File: src/rtl/vs_omp_sequencer_pkg.sv
// Shared types for the sparse-recovery engine: matrix processor commands,
// sequencer stop reasons, FSM state encoding and the saturating magnitude helper.
package vs_omp_sequencer_pkg;

    typedef logic signed [31:0] fp_32_t;

    typedef enum logic [1:0] {
        COMPUTE_INNER_PRODUCTS = 2'd0,
        LOAD_SENSING_MATRIX    = 2'd1
    } vs_sensing_matrix_command_t;

    typedef enum logic [1:0] {
        K_REACHED    = 2'd0,
        BELOW_THRESH = 2'd1,
        REPEAT_ATOM  = 2'd2
    } vs_omp_stop_t;

    typedef logic [3:0] vs_omp_seq_state_t;

    localparam vs_omp_seq_state_t ST_IDLE       = 4'd0;
    localparam vs_omp_seq_state_t ST_LOAD_START = 4'd1;
    localparam vs_omp_seq_state_t ST_LOAD_WAIT  = 4'd2;
    localparam vs_omp_seq_state_t ST_IP_START   = 4'd3;
    localparam vs_omp_seq_state_t ST_IP_WAIT    = 4'd4;
    localparam vs_omp_seq_state_t ST_MAX_START  = 4'd5;
    localparam vs_omp_seq_state_t ST_MAX_WAIT   = 4'd6;
    localparam vs_omp_seq_state_t ST_SELECT     = 4'd7;
    localparam vs_omp_seq_state_t ST_COMMIT     = 4'd8;
    localparam vs_omp_seq_state_t ST_FINISH     = 4'd9;

    // 31-bit magnitude; the most negative value saturates instead of wrapping.
    function automatic logic [30:0] vs_abs31(input fp_32_t x);
        fp_32_t neg;
        neg = -x;
        if (!x[31])
            return x[30:0];
        else if (x == 32'sh8000_0000)
            return 31'h7FFF_FFFF;
        else
            return neg[30:0];
    endfunction

endpackage

File: src/rtl/vs_support_tracker.sv
// Support list for the recovery run: K index slots with valid bits,
// a write port, a bulk clear and a parallel "already selected" match.
module vs_support_tracker
    import vs_omp_sequencer_pkg::*;
#(
    parameter int K  = 8,
    parameter int AW = 3
) (
    input  logic          clock,
    input  logic          reset_n,
    input  logic          clear,
    input  logic          we,
    input  logic [AW-1:0] addr,
    input  logic [7:0]    idx,
    input  logic [7:0]    query,
    output logic          match
);

    logic [7:0]   idx_q [K];
    logic [K-1:0] valid_q;

    // Slot storage; clear only drops the valid bits, stale indices are harmless.
    always_ff @(posedge clock) begin
        if (!reset_n) begin
            valid_q <= '0;
            for (int i = 0; i < K; i++)
                idx_q[i] <= '0;
        end else if (clear) begin
            valid_q <= '0;
        end else if (we) begin
            idx_q[addr]   <= idx;
            valid_q[addr] <= 1'b1;
        end
    end

    // Compare the query against every valid slot at once.
    always_comb begin
        match = 1'b0;
        for (int i = 0; i < K; i++)
            if (valid_q[i] && (idx_q[i] == query))
                match = 1'b1;
    end

endmodule

File: src/rtl/vs_omp_sequencer.sv
// Iteration controller: drives the matrix processor and max identifier,
// merges per-batch maxima into a global best atom and commits it to the support.
module vs_omp_sequencer
    import vs_omp_sequencer_pkg::*;
#(
    parameter int     COLUMNS    = 256,
    parameter int     BATCH_SIZE = 64,
    parameter int     K          = 8,
    parameter fp_32_t THRESH     = '0
) (
    input  logic                                 clock,
    input  logic                                 reset_n,
    input  logic                                 load_req,
    input  logic                                 run_req,
    output logic                                 busy,
    output logic                                 run_done,
    output logic [1:0]                           stop_reason,
    output logic [$clog2(K+1)-1:0]               iter_count,
    output vs_sensing_matrix_command_t           proc_command,
    output logic                                 proc_start,
    input  logic                                 proc_done,
    output logic                                 max_start,
    input  logic                                 max_batch_done,
    input  logic [7:0]                           max_location,
    input  logic [31:0]                          max_value,
    output logic                                 supp_we,
    output logic [((K > 1) ? $clog2(K) : 1)-1:0] supp_addr,
    output logic [7:0]                           supp_idx,
    output logic [31:0]                          supp_val
);

    localparam int BATCHES = COLUMNS / BATCH_SIZE;
    localparam int AW      = (K > 1) ? $clog2(K) : 1;
    localparam int CW      = $clog2(K + 1);
    localparam int BW      = (BATCHES > 1) ? $clog2(BATCHES) : 1;

    localparam logic [31:0]   THR    = THRESH;
    localparam logic [CW-1:0] K_LAST = CW'(K);
    localparam logic [BW-1:0] B_LAST = BW'(BATCHES - 1);

    vs_omp_seq_state_t state;
    logic [BW-1:0]     b;
    logic [30:0]       best_abs;
    logic [7:0]        best_idx;
    fp_32_t            best_val;

    logic [30:0]       cand_abs;
    logic [7:0]        cand_idx;
    logic [CW-1:0]     iter_next;
    logic              run_go;
    logic              trk_clear;
    logic              trk_we;
    logic              trk_match;

    assign cand_abs  = vs_abs31(max_value);
    assign cand_idx  = 8'(b) * 8'(BATCH_SIZE) + max_location;
    assign iter_next = iter_count + CW'(1);
    assign run_go    = (state == ST_IDLE) && run_req && !load_req;
    assign trk_clear = run_go;
    assign trk_we    = (state == ST_COMMIT);

    vs_support_tracker #(
        .K  (K),
        .AW (AW)
    ) u_tracker (
        .clock   (clock),
        .reset_n (reset_n),
        .clear   (trk_clear),
        .we      (trk_we),
        .addr    (iter_count[AW-1:0]),
        .idx     (best_idx),
        .query   (best_idx),
        .match   (trk_match)
    );

    // Main FSM; strobes default low so each is exactly one cycle wide.
    always_ff @(posedge clock) begin
        if (!reset_n) begin
            state        <= ST_IDLE;
            busy         <= 1'b0;
            run_done     <= 1'b0;
            stop_reason  <= '0;
            iter_count   <= '0;
            proc_command <= COMPUTE_INNER_PRODUCTS;
            proc_start   <= 1'b0;
            max_start    <= 1'b0;
            supp_we      <= 1'b0;
            supp_addr    <= '0;
            supp_idx     <= '0;
            supp_val     <= '0;
            b            <= '0;
            best_abs     <= '0;
            best_idx     <= '0;
            best_val     <= '0;
        end else begin
            proc_start <= 1'b0;
            max_start  <= 1'b0;
            supp_we    <= 1'b0;
            run_done   <= 1'b0;
            unique case (state)
                ST_IDLE: begin
                    if (load_req) begin
                        state <= ST_LOAD_START;
                        busy  <= 1'b1;
                    end else if (run_req) begin
                        state      <= ST_IP_START;
                        busy       <= 1'b1;
                        iter_count <= '0;
                    end
                end
                ST_LOAD_START: begin
                    proc_command <= LOAD_SENSING_MATRIX;
                    proc_start   <= 1'b1;
                    state        <= ST_LOAD_WAIT;
                end
                ST_LOAD_WAIT: begin
                    if (proc_done) begin
                        state <= ST_IDLE;
                        busy  <= 1'b0;
                    end
                end
                ST_IP_START: begin
                    proc_command <= COMPUTE_INNER_PRODUCTS;
                    proc_start   <= 1'b1;
                    b            <= '0;
                    best_abs     <= '0;
                    best_idx     <= '0;
                    best_val     <= '0;
                    state        <= ST_IP_WAIT;
                end
                ST_IP_WAIT: begin
                    if (proc_done)
                        state <= ST_MAX_START;
                end
                ST_MAX_START: begin
                    max_start <= 1'b1;
                    state     <= ST_MAX_WAIT;
                end
                ST_MAX_WAIT: begin
                    if (max_batch_done) begin
                        if (cand_abs > best_abs) begin
                            best_abs <= cand_abs;
                            best_idx <= cand_idx;
                            best_val <= max_value;
                        end
                        if (b == B_LAST) begin
                            state <= ST_SELECT;
                        end else begin
                            b     <= b + BW'(1);
                            state <= ST_MAX_START;
                        end
                    end
                end
                ST_SELECT: begin
                    if ({1'b0, best_abs} <= THR) begin
                        stop_reason <= BELOW_THRESH;
                        run_done    <= 1'b1;
                        state       <= ST_FINISH;
                    end else if (trk_match) begin
                        stop_reason <= REPEAT_ATOM;
                        run_done    <= 1'b1;
                        state       <= ST_FINISH;
                    end else begin
                        supp_we   <= 1'b1;
                        supp_addr <= iter_count[AW-1:0];
                        supp_idx  <= best_idx;
                        supp_val  <= best_val;
                        state     <= ST_COMMIT;
                    end
                end
                ST_COMMIT: begin
                    iter_count <= iter_next;
                    if (iter_next == K_LAST) begin
                        stop_reason <= K_REACHED;
                        run_done    <= 1'b1;
                        state       <= ST_FINISH;
                    end else begin
                        state <= ST_IP_START;
                    end
                end
                ST_FINISH: begin
                    state <= ST_IDLE;
                    busy  <= 1'b0;
                end
                default: begin
                    state <= ST_IDLE;
                    busy  <= 1'b0;
                end
            endcase
        end
    end

endmodule

File: config.mk
export PLATFORM = sky130hd
export DESIGN_NAME = vs_omp_sequencer
export DESIGN_NICKNAME = d
export VERILOG_FILES = /design/src/rtl/vs_omp_sequencer_pkg.sv /design/src/rtl/vs_support_tracker.sv /design/src/rtl/vs_omp_sequencer.sv
export SDC_FILE = /design/constraint.sdc
export NUM_CORES = 1
export LEC_CHECK = 0
export CAP_MARGIN = 25
export CELL_PAD_IN_SITES_DETAIL_PLACEMENT = 1
export CELL_PAD_IN_SITES_GLOBAL_PLACEMENT = 1
export CORE_UTILIZATION = 46
export CTS_BUF_LIST = sky130_fd_sc_hd__clkbuf_8
export CTS_CLUSTER_DIAMETER = 60
export DETAILED_ROUTE_END_ITERATION = 8
export MAX_ROUTING_LAYER = met4
export PLACE_DENSITY_LB_ADDON = 0.08
export SETUP_SLACK_MARGIN = 0.5
export SLEW_MARGIN = 20
export SYNTH_ARGS = -nofsm -noshare
export SYNTH_HDL_FRONTEND = slang
export SYNTH_SLANG_ARGS = --single-unit
File: constraint.sdc
create_clock -name clock -period 6.6 [get_ports clock]
set_clock_uncertainty 0.05 [all_clocks]
set_input_delay 1.32 -clock clock [delete_from_list [all_inputs] [get_ports clock]]
set_output_delay 1.32 -clock clock [all_outputs]
set_load 0.01 [all_outputs]
# Word level (Yosys, flattened, before mapping)
# Memory sizes are Yosys's and may differ from the RTL's.
# Index checks and enable logic that the tools add are counted.
# Widths: inputs -> output; s select.
dict set report totals {
  input_bits 46
  memories 1
  output_inout_bits 56
  regBits 141
  word_cells 151
  ram_bits 64
}
dict set report op_classes {
  n_lt_le_gt_ge 4
  bitwise_logic 6
  reduce_logical 29
  addsub 4
  n_mux 61
  eq_ne 29
}
# memory words width rd rd_ports_with_merged_regs wr line
set mem_list {}
lappend mem_list {u_tracker.idx_q 8 8 8 0 8 vs_support_tracker.sv:19} ;# logic [7:0] idx_q [K];
# operator n
set op_table {}
lappend op_table {{$mux 31} 4}
lappend op_table {{$eq 8x8->1} 8}
lappend op_table {{$mux 32} 2}
lappend op_table {{$pmux 32 s2} 1}
lappend op_table {{$pmux 31 s2} 1}
lappend op_table {{$pmux 4 s9} 1}
lappend op_table {{$eq 32x32->1 const B} 1}
lappend op_table {{$mux 4} 8}
lappend op_table {{$gt 31x31->1} 1}
lappend op_table {{$le 31x1->1 const B} 1}
lappend op_table {{$neg 31->31} 1}
lappend op_table {{$mux 1} 26}
lappend op_table {{$mux 8} 3}
lappend op_table {{$reduce_and 3->1} 6}
lappend op_table {{$eq 4x3->1 const B} 4}
lappend op_table {{$pmux 8 s2} 1}
lappend op_table {{$ne 2x2->1 const B} 7}
lappend op_table {{$mux 2} 6}
lappend op_table {{$pmux 2 s2} 3}
lappend op_table {{$logic_and 1x1->1} 11}
lappend op_table {{$add 8x8->8} 1}
lappend op_table {{$eq 4x2->1 const B} 2}
lappend op_table {{$eq 4x4->1 const B} 2}
lappend op_table {{$or 8x8->8} 1}
lappend op_table {{22 further kinds} 31}

# Longest topological paths before layout
# Gate-level depths: netlist of run 1.
# An unclocked memory read counts as a cell.
dict set report logic_depth {
  word_depth 14
  mapped_depth 19
  depth_no_buf 15
}

# By module
# From an unflattened synthesis of run 1, not the netlist that was laid out.
dict set report unflattened {
  hier_cells 1111
  hier_area_um2 10761.6
}
# mod area_each_um2 cells_per_inst seq_area_each_um2 instances
set modules_own_cells {}
lappend modules_own_cells {vs_omp_sequencer 7223.2 845 2642.5 1}
lappend modules_own_cells {vs_support_tracker 3538.4 266 2082.0 1}

# Worst setup path after synthesis of run 1
# Ideal clock, no wire load.
dict set report synth_timing {
  kind {input to register}
  from {input port max_value[11]}
  to {register best_abs[0]}
  setup_ns 0.072
  required_time_ns 6.478
  arrival_time_ns 5.306
  path_buffers 4
  cell_stages 16
  setup_slack_ns 1.173
  cell_sequence {or4_4 -> or3_1 -> buf_2 -> or4_4 -> or3b_1 -> buf_6 -> nand2_1 -> ha_1 -> and4_1 -> nand4_1 -> o311ai_0 -> or4_1 -> o211ai_1 -> buf_2 -> buf_2 -> mux2i_1}
}
dict set report synth_via {
  elab_chain_len 6
  word_cells_on_any_way 10
  cone_classes {add/sub (1); order compare (1); eq/ne (2); mux (5); reduce/logical (1)}
}
# element line
set synth_lines {}
lappend synth_lines {{start, declared} vs_omp_sequencer.sv:25} ;# input logic [31:0] max_value,
lappend synth_lines {{$neg 31->31 / $eq 32x32->1 (equally long branches)} {vs_omp_sequencer_pkg.sv:34, vs_omp_sequencer_pkg.sv:37}}
lappend synth_lines {{$mux 31} vs_omp_sequencer_pkg.sv:37} ;# else if (x == 32'sh8000_0000)
lappend synth_lines {{$mux 31 *} vs_omp_sequencer_pkg.sv:35} ;# if (!x[31])
lappend synth_lines {{$gt 31x31->1 / $mux 31 (equally long branches)} vs_omp_sequencer.sv:141} ;# if (cand_abs > best_abs) begin
lappend synth_lines {{$ne 2x2->1 (no line) / $mux 31 (equally long branches)} --}
lappend synth_lines {{$reduce_and 3->1 (no line) / $pmux 31 s2 (equally long branches)} --}
lappend synth_lines {{end signal, assigned} vs_omp_sequencer.sv:142} ;# best_abs <= cand_abs;
lappend synth_lines {{end, declared} vs_omp_sequencer.sv:43} ;# logic [30:0] best_abs;
# Mark *: on every way between the ends. The rest lies on a longest branch, timed or not. The select of a mux whose other input is x is not followed.
# A chain may end at the register's enable or synchronous reset.

# Worst setup path after layout of run 1
dict set report layout_timing {
  from {input port max_value[12]}
  to {register best_val[8]}
}
dict set report layout_via {
  elab_chain_len 6
  word_cells_on_any_way 7
  cone_classes {add/sub (1); order compare (1); eq/ne (2); mux (2); reduce/logical (1)}
}
# element line
set layout_lines {}
lappend layout_lines {{$neg 31->31 / $eq 32x32->1 (equally long branches)} {vs_omp_sequencer_pkg.sv:34, vs_omp_sequencer_pkg.sv:37}}
lappend layout_lines {{$mux 31} vs_omp_sequencer_pkg.sv:37}
lappend layout_lines {{$mux 31 *} vs_omp_sequencer_pkg.sv:35}
lappend layout_lines {{$gt 31x31->1 *} vs_omp_sequencer.sv:141}
lappend layout_lines {{$ne 2x2->1 (no line) *} --}
lappend layout_lines {{$reduce_and 3->1 (no line) *} --}
lappend layout_lines {{end signal, assigned} vs_omp_sequencer.sv:144} ;# best_val <= max_value;
lappend layout_lines {{end, declared} vs_omp_sequencer.sv:45} ;# fp_32_t best_val;
# Mark *: on every way between the ends. The rest lies on a longest branch, timed or not.

==> results of run 1 <==
[kinds of logic (layout without fill, tap and decap cells)]
group	Yosys count	in the layout	synth area share (%)
AO/OA/AOI/OAI	193	193	10.9
XOR/XNOR	88	88	7.35
adder cells (fa/ha/maj)	35	35	4.18
buffers and inverters	126	245	4.74
flip-flops	204	204	45.1
multiplexers	75	75	7.16
other	1	1	0.0358
AND/OR/NAND/NOR	434	434	20.5
[sequential cells by signal, indices dropped and copies added (netlist names), 2 cells and up]
signal / cells
supp_addr: 3
iter_count: 4
supp_val: 32
b: 2
best_idx: 8
supp_idx: 8
best_abs: 31
u_tracker.idx_q: 64
u_tracker.valid_q: 8
best_val: 32
state: 4
stop_reason: 2
[critical path: stages]
cell             delay (ns)
clkdlybuf4s50_1        0.52
or4_4                  0.57
or3_1                  0.34
or4_4                  0.52
or3b_1                 0.49
buf_4                  0.24
nand2_1                0.10
ha_1                   0.23
nand2_1                0.11
o21ai_0                0.11
a21oi_1                0.25
o22ai_1                0.12
a2111oi_1              0.49
o211ai_1               0.27
buf_4                  0.21
buf_12                 0.18
mux2i_1                0.13
[through the flow]
stage / worst slack [ns] / instance area [sq um] / util, % / std cells
after CTS: 0.773 / 12500 / 56.7 / 1551
final: 0.733 / 12600 / 56.9 / 1555
after global placement: 0.260 / 11800 / 53.3 / 1483
after global routing: 0.555 / 12600 / 56.9 / 1555
after detailed placement: 0.205 / 11800 / 53.3 / 1485
after floorplan: 1.17 / 10500 / - / 1156
[worst max path at each step]
stage                   from            to  slack, ns  depth (start not counted)
2_1_floorplan  max_value[11]   best_abs[0]       1.17                         16
3_3_place_gp   max_value[25]  best_val[21]       0.26                         15
3_5_place_dp   max_value[12]  best_val[12]       0.20                         15
4_1_cts        max_value[12]  best_val[22]       0.77                         15
5_1_grt        max_value[25]   best_val[8]       0.56                         17
6_report       max_value[12]   best_val[8]       0.73                         17
[Yosys cell counts, types with 6 or more instances]
cell type    n  area share [%]
mux2i_1     75             7.2
a21oi_1     68             3.2
nor2b_1      6            0.36
clkbuf_1    74             2.6
a21o_1      13            0.93
nand2_1    150             5.4
nand2b_1     6            0.36
o41ai_1      6            0.50
and2_1      64             3.8
inv_1       39             1.4
xor2_1      33             2.8
xnor2_1     55             4.6
ha_1        35             4.2
nor2_1      31             1.1
edfxtp_1    64              18
o21ai_0     67             3.2
nand3_1     97             4.6
buf_2       10            0.48
nor4_1      14            0.84
o31ai_1      8            0.57
nor3_1      22             1.1
dfxtp_1    140              27
nand4_1     16            0.95
[layer usage]
| layer | vias up | share of wire (%) | track usage (%) |
|---|---|---|---|
| li1 | 4224 | - | - |
| met2 | 176 | 50 | 45.9 |
| met5 | - | 0 | - |
| met4 | 0 | 2.8 | 9.24 |
| met3 | 60 | 4.2 | 4.17 |
| met1 | 4235 | 43 | 30.5 |
[cell usage in the layout (no fill, tap or decap), types with 3 or more instances in the layout]
| cell type | synthesis | routed |
|---|---|---|
| a21o_1 | 13 | 13 |
| a21oi_1 | 68 | 68 |
| a31oi_1 | 5 | 5 |
| and2_1 | 64 | 64 |
| buf_4 | 1 | 35 |
| clkbuf_8 | 0 | 43 |
| clkdlybuf4s50_1 | 0 | 99 |
| clkinv_1 | 0 | 4 |
| dfxtp_1 | 140 | 140 |
| edfxtp_1 | 64 | 64 |
| ha_1 | 35 | 35 |
| inv_1 | 39 | 51 |
| mux2i_1 | 75 | 75 |
| nand2_1 | 150 | 150 |
| nand2b_1 | 6 | 6 |
| nand3_1 | 97 | 96 |
| nand4_1 | 16 | 16 |
| nor2_1 | 31 | 31 |
| nor2b_1 | 6 | 6 |
| nor3_1 | 22 | 21 |
| nor4_1 | 14 | 14 |
| o211ai_1 | 3 | 3 |
| o21a_1 | 4 | 4 |
| o21ai_0 | 67 | 65 |
| o31a_1 | 4 | 4 |
| o31ai_1 | 8 | 8 |
| o41a_1 | 3 | 3 |
| o41ai_1 | 6 | 6 |
| or3_1 | 5 | 5 |
| or4_1 | 4 | 4 |
| xnor2_1 | 55 | 55 |
| xor2_1 | 33 | 33 |
[power groups by stage]
stage                     logic [W]  clock network (W)  registers, W
after global routing       0.000431            0.00129       0.00136
after CTS                  0.000386            0.00125       0.00135
final                      0.000398            0.00122       0.00135
after floorplan            0.000266                  0       0.00136
after detailed placement   0.000383                  0       0.00138
after global placement     0.000375                  0       0.00138
[final cells by class]
| class | count | area (sq um) |
|---|---|---|
| fill | 2552 | 9510 |
| multi-input combinational | 826 | 5290 |
| sequential | 204 | 4720 |
| timing repair buffer | 140 | 1320 |
| clock buffer | 43 | 592 |
| tap | 280 | 350 |
| clock inverter | 23 | 158 |
| inverter | 39 | 146 |
[timing repair]
action                                  4_1_cts  5_1_grt
resized for setup                             0        7
setup buffers                                 0        1
endpoints found under the hold margin         0        0
endpoints found under the setup margin        0       49
==> metrics.yaml, run 1 <==
clock_tree:
  cts_root_buf: "clkbuf_8"
  cts.sinks: 204
  clk_latency_ns: 0.54
  clk_pin_slew_ns: 0.05
  numCtsBuffers: 37
  holdBufCountCts: 0
  tritoncts: "yes"
  htree_levels: 2
  clk_path_buf_depth: 3
worst_setup_path:
  r2r_cells: 4
  rrSetupSlack_ns: 3.07
  r2r-start: "state[1]"
  path_class: "in -> reg"
  cp.arrival_ns: 6.22
  crit_fanout: 27
  worstPathRequired_ns: 6.95
  r2r_end: "u_tracker.idx_q[1][4]"
  endpoint_kind: "register"
  start_kind: "primary input"
synthesis:
  synth_ff_type: "dfxtp_1"
  seq_area_frac_synth_pct: 45.1
  synth_edf_count: 64
  synth_fp_nets: 1237
  avgSynthCellArea_sq_um: 9.07
  ys_async_sr_fraction_pct: 0
  synth-seq-cells: 204
  ys_warn_count: 0
  syn_area_sq_mm: 0.0105
  synth_cell_types: 55
  syn_inst: 1156
floorplanning:
  start_util_pct: 47.5
  rows: 54
  design.core.area_sq_mm: 0.0221
  die_w_microns: 153
  dieArea_sq_mm: 0.0234
  ios: 102
  die_h_microns: 153
placed_design:
  portBuffers: 100
  dp.final_hpwl_mm: 20.4
  gp_congestion: 0.869
min_path:
  hold_start: "u_tracker.valid_q[4]"
  hp-class: "reg -> reg"
  min_path_cells: 1
  hold_path_end: "u_tracker.valid_q[4]"
flow_run:
  max_cap_violations: 0
power:
  p_switching_w: 0.000806
  combPwrFrac_pct: 13.4
  p_seq_share_pct: 45.6
  clkPwrFrac_pct: 41.0
  p_int_w: 0.00216
  p_total_w: 0.00297
  powerDensity_mw_per_mm2: 236
  p_leak_nw: 4.38
  worst_ir_drop_vdd_mv: 0.142
  switching_share_pct: 27.2
sta:
  final_max_slew_viol_count: 0
  fin_tns_setup_ns: 0
  worst_pin_slew_ns: 1.04
  whs_ns: 0.408
  relSlewSlack_pct: 30.2
  grt_setup_unrepaired: "false"
  finalHoldViolCount: 0
  setup_viol: 0
  timing.final.crit_share_pct: 88.9
  fmax_mhz: 170
  period_minus_slack_ns: 5.87
global_routing:
  grt_pass1_vias: 8973
  grt-ovfl-total: 0
  grt_max_degree: 89
  gr-usage-all-layers_pct: 26.3
  grt_pass1_wl_mm: 47.4
  antenna_found_initial: 0
drt:
  vias: 8695
  drcViolationCount: 0
  wl_mm: 29.9
  drt_pass1_iterations: 4
  post_drt_wl_per_cell_microns: 19.2
  ant_nets: 0
  drt_iter0_drc: 415
  avgViaCountPerCell: 5.59
layout:
  synthToLayoutAreaGrowth_pct: 20.0
  layout.nets: 1329
  drive_above_1_share_pct: 8.00
  n_antenna_cell: 0
outcome:
  status: "complete, no violations"
No activity file was read; power rests on OpenSTA's default activity.
==> inputs of run 2 (changes only) <==
--- a/config.mk
+++ b/config.mk
@@ -5,7 +5,7 @@
 export SDC_FILE = /design/constraint.sdc
 export NUM_CORES = 1
 export LEC_CHECK = 0
-export CAP_MARGIN = 25
+export CAP_MARGIN = 15
 export CELL_PAD_IN_SITES_DETAIL_PLACEMENT = 1
 export CELL_PAD_IN_SITES_GLOBAL_PLACEMENT = 1
 export CORE_UTILIZATION = 46
==> constraint.sdc (replaced) <==
create_clock -name clock -period 5.4 [get_ports clock]
set_clock_uncertainty 0.05 [all_clocks]
set_input_delay 1.08 -clock clock [delete_from_list [all_inputs] [get_ports clock]]
set_output_delay 1.08 -clock clock [all_outputs]
set_load 0.01 [all_outputs]
==> run 2 against run 1 <==
Effect of this change:
- sequential share of layout area shrank 2.7 points
- global-route usage increased by 2.0 points
- flip-flop and latch count stayed put
- register-to-register slack worse by 1.1 ns
- critical path depth up 2
- non-clock buffer count rose by 68
- critical endpoint is now best_val[4]
- design area up 7.9%
- worst setup slack lost 0.43 ns
- total power grew 23%
- combinational power rose by 67%
- die area unchanged
- first-iteration DRC count increased by 0.72%
==> metrics.yaml, run 2 (same netlist as run 1, synthesis figures left out) <==
worst_setup_path:
  cp_slowest_stage_delay_ns: 0.55
  r2r_end: "supp_val[7]"
  endpoint_kind: "register"
  path_depth: 19
  crit_buf_inv: 6
  crit_fanout: 6
  worstPathRequired_ns: 5.79
  startpoint: "max_value[12]"
  critical_path.top_delay_family: "simple AND/OR/NAND/NOR gates"
  rrSetupSlack_ns: 2.00
  path_cells: "buf_6 > or4_4 > or3_4 > or4_4 > or3b_4 > buf_12 > buf_6 > nand2_4 > ha_4 > nand2_1 > nor2_2 > nand4_1 > o311ai_2 > or4_1 > o211ai_1 > buf_4 > clkbuf_16 > clkbuf_16 > mux2i_1"
  path_class: "in -> reg"
  slowest_stage: "or4_1"
  start_kind: "primary input"
  r2r-start: "best_idx[3]"
  r2r_cells: 8
  cp.arrival_ns: 5.48
  endpoint: "best_val[4]"
layout:
  multi_input_area_sq_mm: 0.00565
  top_regs: "u_tracker.idx_q: 64 flops, best_val: 32 flops, supp_val: 32 flops"
  largest_register_ffs: 64
  seq_area_sq_mm: 0.00472
  layout_common_cells: "dfxtp_1, nand2_1, nand3_1"
  layout.nets: 1397
  layout.cells.non_filler: 1623
  layout_commonest_cell: "dfxtp_1"
  n_antenna_cell: 0
  fillers: 2488
  design_area_sq_mm: 0.0136
  regMostFlops: "u_tracker.idx_q"
  final_util_pct: 61.4
  synthToLayoutAreaGrowth_pct: 29.5
  drive_above_1_share_pct: 16.3
power:
  combPwrFrac_pct: 18.1
  powerDensity_mw_per_mm2: 270
  p_total_w: 0.00366
  p_seq_share_pct: 45.3
  switching_share_pct: 28.3
  p_switching_w: 0.00103
  worst_ir_drop_vdd_mv: 0.160
  p_leak_nw: 4.86
  p_int_w: 0.00263
  clkPwrFrac_pct: 36.6
placed_design:
  portBuffers: 100
  dp.final_hpwl_mm: 21.5
  post_dp_cell_area_sq_mm: 0.0123
  gp_congestion: 0.911
  place_inst: 1540
drt:
  ant_nets: 0
  drt_iter0_drc: 418
  maxUsedRoutingLayer: "met4"
  wl_met2_mm: 16.8
  vias: 9083
  post_drt_wl_per_cell_microns: 20.0
  met1Wirelength_mm: 13.5
  wl_mm: 32.4
  drcViolationCount: 0
  wl_met3_mm: 1.20
  avgViaCountPerCell: 5.60
  drt_pass1_iterations: 4
floorplanning:
  die_h_microns: 153
  die_w_microns: 153
  start_util_pct: 47.5
  ios: 102
  dieArea_sq_mm: 0.0234
  design.core.area_sq_mm: 0.0221
  rows: 54
clock_tree:
  htree_levels: 2
  numCtsBuffers: 37
  clk_latency_ns: 0.55
  cts_root_buf: "clkbuf_8"
  tritoncts: "yes"
  cts.sinks: 204
  clk_pin_slew_ns: 0.05
  clk_path_buf_depth: 3
  holdBufCountCts: 0
global_routing:
  grt_pass1_vias: 9769
  grt-ovfl-total: 0
  grt_pass1_wl_mm: 51.3
  gr-usage-all-layers_pct: 28.3
  antenna_found_initial: 0
  grt_max_degree: 66
sta:
  worst_pin_slew_ns: 1.08
  fin_tns_setup_ns: 0
  relSlewSlack_pct: 27.2
  setup_viol: 0
  grt_setup_unrepaired: "true"
  timing.final.crit_share_pct: 94.3
  period_minus_slack_ns: 5.09
  fmax_mhz: 196
  final_max_slew_viol_count: 0
  finalHoldViolCount: 0
outcome:
  status: "complete, no violations"
min_path:
  min_path_cells: 1
  hold_start: "u_tracker.valid_q[6]"
  hp-class: "reg -> reg"
flow_run:
  max_cap_violations: 0
## run 2: power by group through the flow
stage                     Clock [W]  Sequential (W)  Combinational (W)
after floorplan                   0         0.00167           0.000353
after global placement            0         0.00169           0.000537
after detailed placement          0         0.00169           0.000549
after CTS                   0.00137         0.00166           0.000599
after global routing        0.00144         0.00166           0.000712
final                       0.00134         0.00166           0.000664
## run 2: how the worst min path moves through the flow
stage                     slack [ns]                   end
final                           0.41  u_tracker.valid_q[6]
after detailed placement        0.39  u_tracker.valid_q[2]
after global routing            0.42           best_val[2]
after global placement          0.39  u_tracker.valid_q[4]
after CTS                       0.41  u_tracker.valid_q[2]
after floorplan                 0.38  u_tracker.valid_q[3]
## run 2: worst reg2reg max path: cells and delay by family, from the launching register on
kind / cells / cell delay [ns]
AO/OA/AOI/OAI: 2 / 0.58
XOR/XNOR: 1 / 0.18
buffers and inverters: 1 / 0.48
flip-flops: 1 / 0.93
AND/OR/NAND/NOR: 4 / 1.10
## run 2: routing by layer
metal	vias up	global-route usage, %
met5	-	-
li1	4360	-
met4	0	8.85
met2	169	51.0
met1	4493	32.0
met3	61	4.28
## run 2: cell type report
| class | count | share of cell area (%) |
|---|---|---|
| clock buffers | 40 | 4.06 |
| clock inverters | 26 | 0.857 |
| inverters | 39 | 1.08 |
| multi-input cells | 826 | 41.6 |
| flip-flops and latches | 204 | 34.8 |
| well taps | 280 | 2.58 |
| repair buffers | 208 | 15.0 |
## run 2: per-stage QoR
step | setup slack, ns | hold WS [ns]
detailed placement | -0.430 | 0.393
CTS | 0.487 | 0.407
finish | 0.307 | 0.406
floorplan | 0.402 | 0.376
global placement | -0.332 | 0.386
global route | 0.175 | 0.418
## run 2: what timing repair did
item,in CTS,in global routing
gates cloned,2,5
resized for setup,53,40
pin swaps,8,17
endpoints found under the setup margin,71,71
setup buffers,8,2
==> inputs of run 3 (changes only) <==
--- a/config.mk
+++ b/config.mk
@@ -9,7 +9,7 @@
 export CELL_PAD_IN_SITES_DETAIL_PLACEMENT = 1
 export CELL_PAD_IN_SITES_GLOBAL_PLACEMENT = 1
 export CORE_UTILIZATION = 46
-export CTS_BUF_LIST = sky130_fd_sc_hd__clkbuf_8
+export CTS_BUF_LIST = sky130_fd_sc_hd__clkbuf_4 sky130_fd_sc_hd__clkbuf_8
 export CTS_CLUSTER_DIAMETER = 60
 export DETAILED_ROUTE_END_ITERATION = 8
 export MAX_ROUTING_LAYER = met4
==> run 3 against run 2 <==
Effect of this change:
- worst hold slack better by 0.0021 ns
- combinational power fell by 2%
- first-iteration DRC count up 6.5%
- clock power grew 9%
- cell count up 0.31%
- clock-buffer cell count rose by 17
- largest cell class unchanged
==> metrics.yaml, run 3 (same netlist as run 1, synthesis figures left out) <==
placed_design:
  portBuffers: 100
  dp.final_hpwl_mm: 21.5
  place_inst: 1540
  gp_congestion: 0.911
  dp_slack_ns: -0.430
global_routing:
  grt_pass1_vias: 9753
  gr-usage-all-layers_pct: 28.1
  grt_pass1_wl_mm: 51.2
  grt_max_degree: 66
  grt-ovfl-total: 0
  antenna_found_initial: 1
floorplanning:
  die_h_microns: 153
  rows: 54
  ios: 102
  dieArea_sq_mm: 0.0234
  die_w_microns: 153
  design.core.area_sq_mm: 0.0221
  start_util_pct: 47.5
clock_tree:
  htree_levels: 2
  clk_latency_ns: 0.54
  clk_path_buf_depth: 3
  numCtsBuffers: 37
  holdBufCountCts: 0
  tritoncts: "yes"
  cts.sinks: 204
  cts_root_buf: "clkbuf_8"
  clk_pin_slew_ns: 0.06
worst_setup_path:
  start_kind: "primary input"
  endpoint_kind: "register"
  crit_fanout: 8
  cp.arrival_ns: 5.41
  path_class: "in -> reg"
  worstPathRequired_ns: 5.80
drt:
  ant_nets: 0
  drt_iter0_drc: 445
  post_drt_wl_per_cell_microns: 20.0
  drcViolationCount: 0
  vias: 9082
  drt_pass1_iterations: 4
  wl_mm: 32.5
  avgViaCountPerCell: 5.58
layout:
  layout.cells.non_filler: 1628
  drive_above_1_share_pct: 18.0
  layout.nets: 1401
  final_util_pct: 61.5
  synthToLayoutAreaGrowth_pct: 29.7
  largest_register_ffs: 64
  seq_area_sq_mm: 0.00472
  fillers: 2494
  top_regs: "u_tracker.idx_q: 64 flops, best_val: 32 flops, supp_val: 32 flops"
  layout_commonest_cell: "dfxtp_1"
  regMostFlops: "u_tracker.idx_q"
  multi_input_area_sq_mm: 0.00563
  layout_common_cells: "dfxtp_1, nand2_1, nand3_1"
sta:
  relSlewSlack_pct: 26.3
  grt_setup_unrepaired: "true"
  whs_ns: 0.408
  setup_ws_ns: 0.392
  timing.final.crit_share_pct: 92.7
  worst_pin_slew_ns: 1.09
  fmax_mhz: 200
  setup_viol: 0
  final_max_slew_viol_count: 0
  finalHoldViolCount: 0
  period_minus_slack_ns: 5.01
power:
  p_leak_nw: 4.90
  powerDensity_mw_per_mm2: 278
  worst_ir_drop_vdd_mv: 0.165
flow_run:
  max_cap_violations: 0
min_path:
  hp-class: "reg -> reg"
outcome:
  status: "complete, no violations"
## run 3: cell count changes in the layout (fill, tap and decap cells not counted), sizes merged, moves of 2 or more
| cell | change |
|---|---|
| inv | -17 |
| clkbuf | +16 |
| buf | +7 |
| clkdlybuf4s50 | -6 |
| dlymetal6s2s | +4 |
| dlygate4sd2 | -3 |
| clkdlybuf4s15 | +2 |
## run 3: cell type report
type	count	share of cell area, %
repair buffers	211	14.8
flip-flops and latches	204	34.7
well taps	280	2.58
multi-input cells	827	41.4
inverters	39	1.08
diodes	1	0.0184
clock inverters	9	0.386
clock buffers	57	4.99
## run 3: metrics by stage
step           total power (W)  instance area [sq um]  setup TNS (ns)
6_report               0.00377                  13600               0
5_1_grt                0.00392                  13600               0
4_1_cts                0.00374                  13300               0
3_5_place_dp           0.00224                  12300          -28.91
3_3_place_gp           0.00222                  12300          -22.41
2_1_floorplan          0.00202                  10600               0
## run 3: path summary, 6_finish.rpt
kind                                      startpoint              endpoint  slack (ns)  depth (start not counted)
worst max-delay path                   max_value[13]           best_val[0]        0.39                         17
worst max register to register           best_idx[3]           supp_val[7]        2.02                          8
worst min register to register  u_tracker.valid_q[2]  u_tracker.valid_q[2]        0.41                          1
worst min-delay path            u_tracker.valid_q[2]  u_tracker.valid_q[2]        0.41                          1
## run 3: critical path, cell delays in order
cell and delay (ns):
buf_6 0.10, or4_4 0.53, or3_4 0.41, or4_4 0.45, or3b_4 0.52, a31oi_4 0.28
ha_4 0.18, nor2b_4 0.16, o31ai_2 0.07, a21oi_1 0.16, nor3_1 0.07, or4_1 0.52
o211ai_1 0.18, buf_4 0.21, clkbuf_16 0.16, clkbuf_16 0.15, mux2i_1 0.17
## run 3: layer usage
layer  part of all wire, %  up-vias  global-route usage [%]
met4                   2.3        0                    8.37
met1                    42     4502                    31.5
met2                    53      158                    51.4
met5                     0        -                       -
met3                   3.4       62                    4.25
li1                      -     4360                       -
## run 3: repair_timing
item / in CTS / in global routing
setup buffers: 7 / 8
endpoints found under the setup margin: 71 / 71
gates cloned: 3 / 3
gates resized for setup: 65 / 47
pin swaps: 14 / 21
## run 3: where the power goes
part           switching [W]  total [W]  internal [W]
Sequential         0.0000436    0.00166       0.00161
Combinational       0.000336   0.000652      0.000317
Clock               0.000660    0.00146      0.000804
Total                0.00104    0.00377       0.00273
==> RTL edit (settings of run 3) <==
`K` is set to 8 in 2 places; all go to 16.
--- a/src/rtl/vs_support_tracker.sv
+++ b/src/rtl/vs_support_tracker.sv
@@ -4,5 +4,5 @@
     import vs_omp_sequencer_pkg::*;
 #(
-    parameter int K  = 8,
+    parameter int K  = 16,
     parameter int AW = 3
 ) (
--- a/src/rtl/vs_omp_sequencer.sv
+++ b/src/rtl/vs_omp_sequencer.sv
@@ -6,5 +6,5 @@
     parameter int     COLUMNS    = 256,
     parameter int     BATCH_SIZE = 64,
-    parameter int     K          = 8,
+    parameter int     K          = 16,
     parameter fp_32_t THRESH     = '0
 ) (
Interface: changed (resized iter_count and supp_addr); port bits go from 102 to 104. The function was not compared with the original's and may differ.
==> RTL edit against run 3 <==
  * Cell count up 23%
  * Largest cell class is now sequential cells
  * Clock power up 40%
  * Sequential cell count up 74
  * Maximum frequency up 4.1%
  * Worst setup slack better by 0.20 ns
  * Via count up 20%
  * Count of clock-buffer cells in the layout up 17
  * Power up 31%
  * Routed wire length up 21%
  * Synthesized area up 34%
  * Design area up 27%
  * Sequential share of layout area up 4.9 points
==> RTL edit: results (changes against run 3) <==
Parameter                              Value

Detailed routing
  Initial DRC count    504 (+13%)
  Routed via count    10900 (+20%)

Cells and area
  Net total in the final layout    1660 (+18%)
  Largest registers    u_tracker.idx_q x128, best_val x32, supp_val x32

Setup path
  Arrival time reported for the critical path endpoint    5.25 ns (-0.16 ns)
  Longest individual stage delay on the worst path    0.51 ns (-0.02 ns)

Synth
  Synthesized Nets    1509 (+22%)
  XOR/XNOR Fraction of Synth Area    0.09641 (+0.02290)
  Share of synthesized cell area in full adder, half adder and majority cells    0.03377 (-0.008000)
  Dominant cells by area after synthesis    sky130_fd_sc_hd__edfxtp_1 (27%), sky130_fd_sc_hd__dfxtp_1 (21%), sky130_fd_sc_hd__xor2_1 (8.0%), sky130_fd_sc_hd__and2_1 (5.6%), sky130_fd_sc_hd__mux2i_1 (5.5%)
  Post-synth EDFFs    128 (+100%)
  Multiplexer share of the synthesized area    0.05474 (-0.01686)
  Netlist cell types    57 (+3.6%)
  Top cell types by occurrence after synthesis    sky130_fd_sc_hd__nand2_1 (170), sky130_fd_sc_hd__dfxtp_1 (150), sky130_fd_sc_hd__xor2_1 (129)
  Post-synthesis compound-gate area fraction    0.08948 (-0.01995)
  Sequential share of the synthesized area    0.4862 (+0.03563)

Power
  Leakage power    7.330 nW (+50%)

Place
  PortBufs    102 (+2.0%)
  Placed cell count    1894 (+23%)
  Worst slack after detailed placement    -0.3571 ns (+0.07245 ns)
  Detailed Place HPWL    26.51 mm (+23%)

Run status
  Status    complete, no violations

CTS
  Total CTS buffers    49 (+32%)
  Clock latency on the worst-skew pair    0.57 ns (+0.03 ns)

GRT
  Aggregate global-route resource usage    0.2564 (-0.02507)
  Antenna violations before repair    0 (-1)

Floorplan
  Starting density of the core    0.4713 (-0.003240)
## RTL edit: path summary, 6_finish.rpt
path                                      startpoint              endpoint  slack, ns  depth (start not counted)
worst min register to register  u_tracker.valid_q[2]  u_tracker.valid_q[2]       0.40                          1
worst min-delay path            u_tracker.valid_q[2]  u_tracker.valid_q[2]       0.40                          1
worst max-delay path                   max_value[14]          best_val[27]       0.59                         17
worst max register to register           best_idx[3]          supp_val[22]       1.88                          9
## RTL edit: final cells by class
cell class,count,area [um^2]
Clock inverter,18,125.1
Fill cell,3279,12610
Inverter,40,150.1
Sequential cell,278,6850
Tap cell,390,488.0
Multi-Input combinational cell,1009,6825
Timing Repair Buffer,198,1897
Clock buffer,74,930.9
## RTL edit: what timing repair did
item	CTS	global route
resized for setup	14	28
buffers inserted	9	6
pin swaps	13	12
gates cloned	2	3
endpoints found under the setup margin	71	71
## RTL edit: routing by layer
| metal | GRT usage | vias to the layer above | routed length [um] |
|---|---|---|---|
| met5 | - | - | 0 |
| met4 | 0.09231 | 0 | 1317 |
| met3 | 0.03823 | 77 | 1216 |
| met2 | 0.4591 | 171 | 20650 |
| met1 | 0.2875 | 5395 | 16240 |
| li1 | - | 5258 | - |
## RTL edit: where the power goes
group | internal, mW | total [mW] | switching [mW]
Combinational | 0.286 | 0.600 | 0.314
Clock | 1.16 | 2.04 | 0.889
Sequential | 2.25 | 2.30 | 0.0482
Total | 3.69 | 4.94 | 1.25
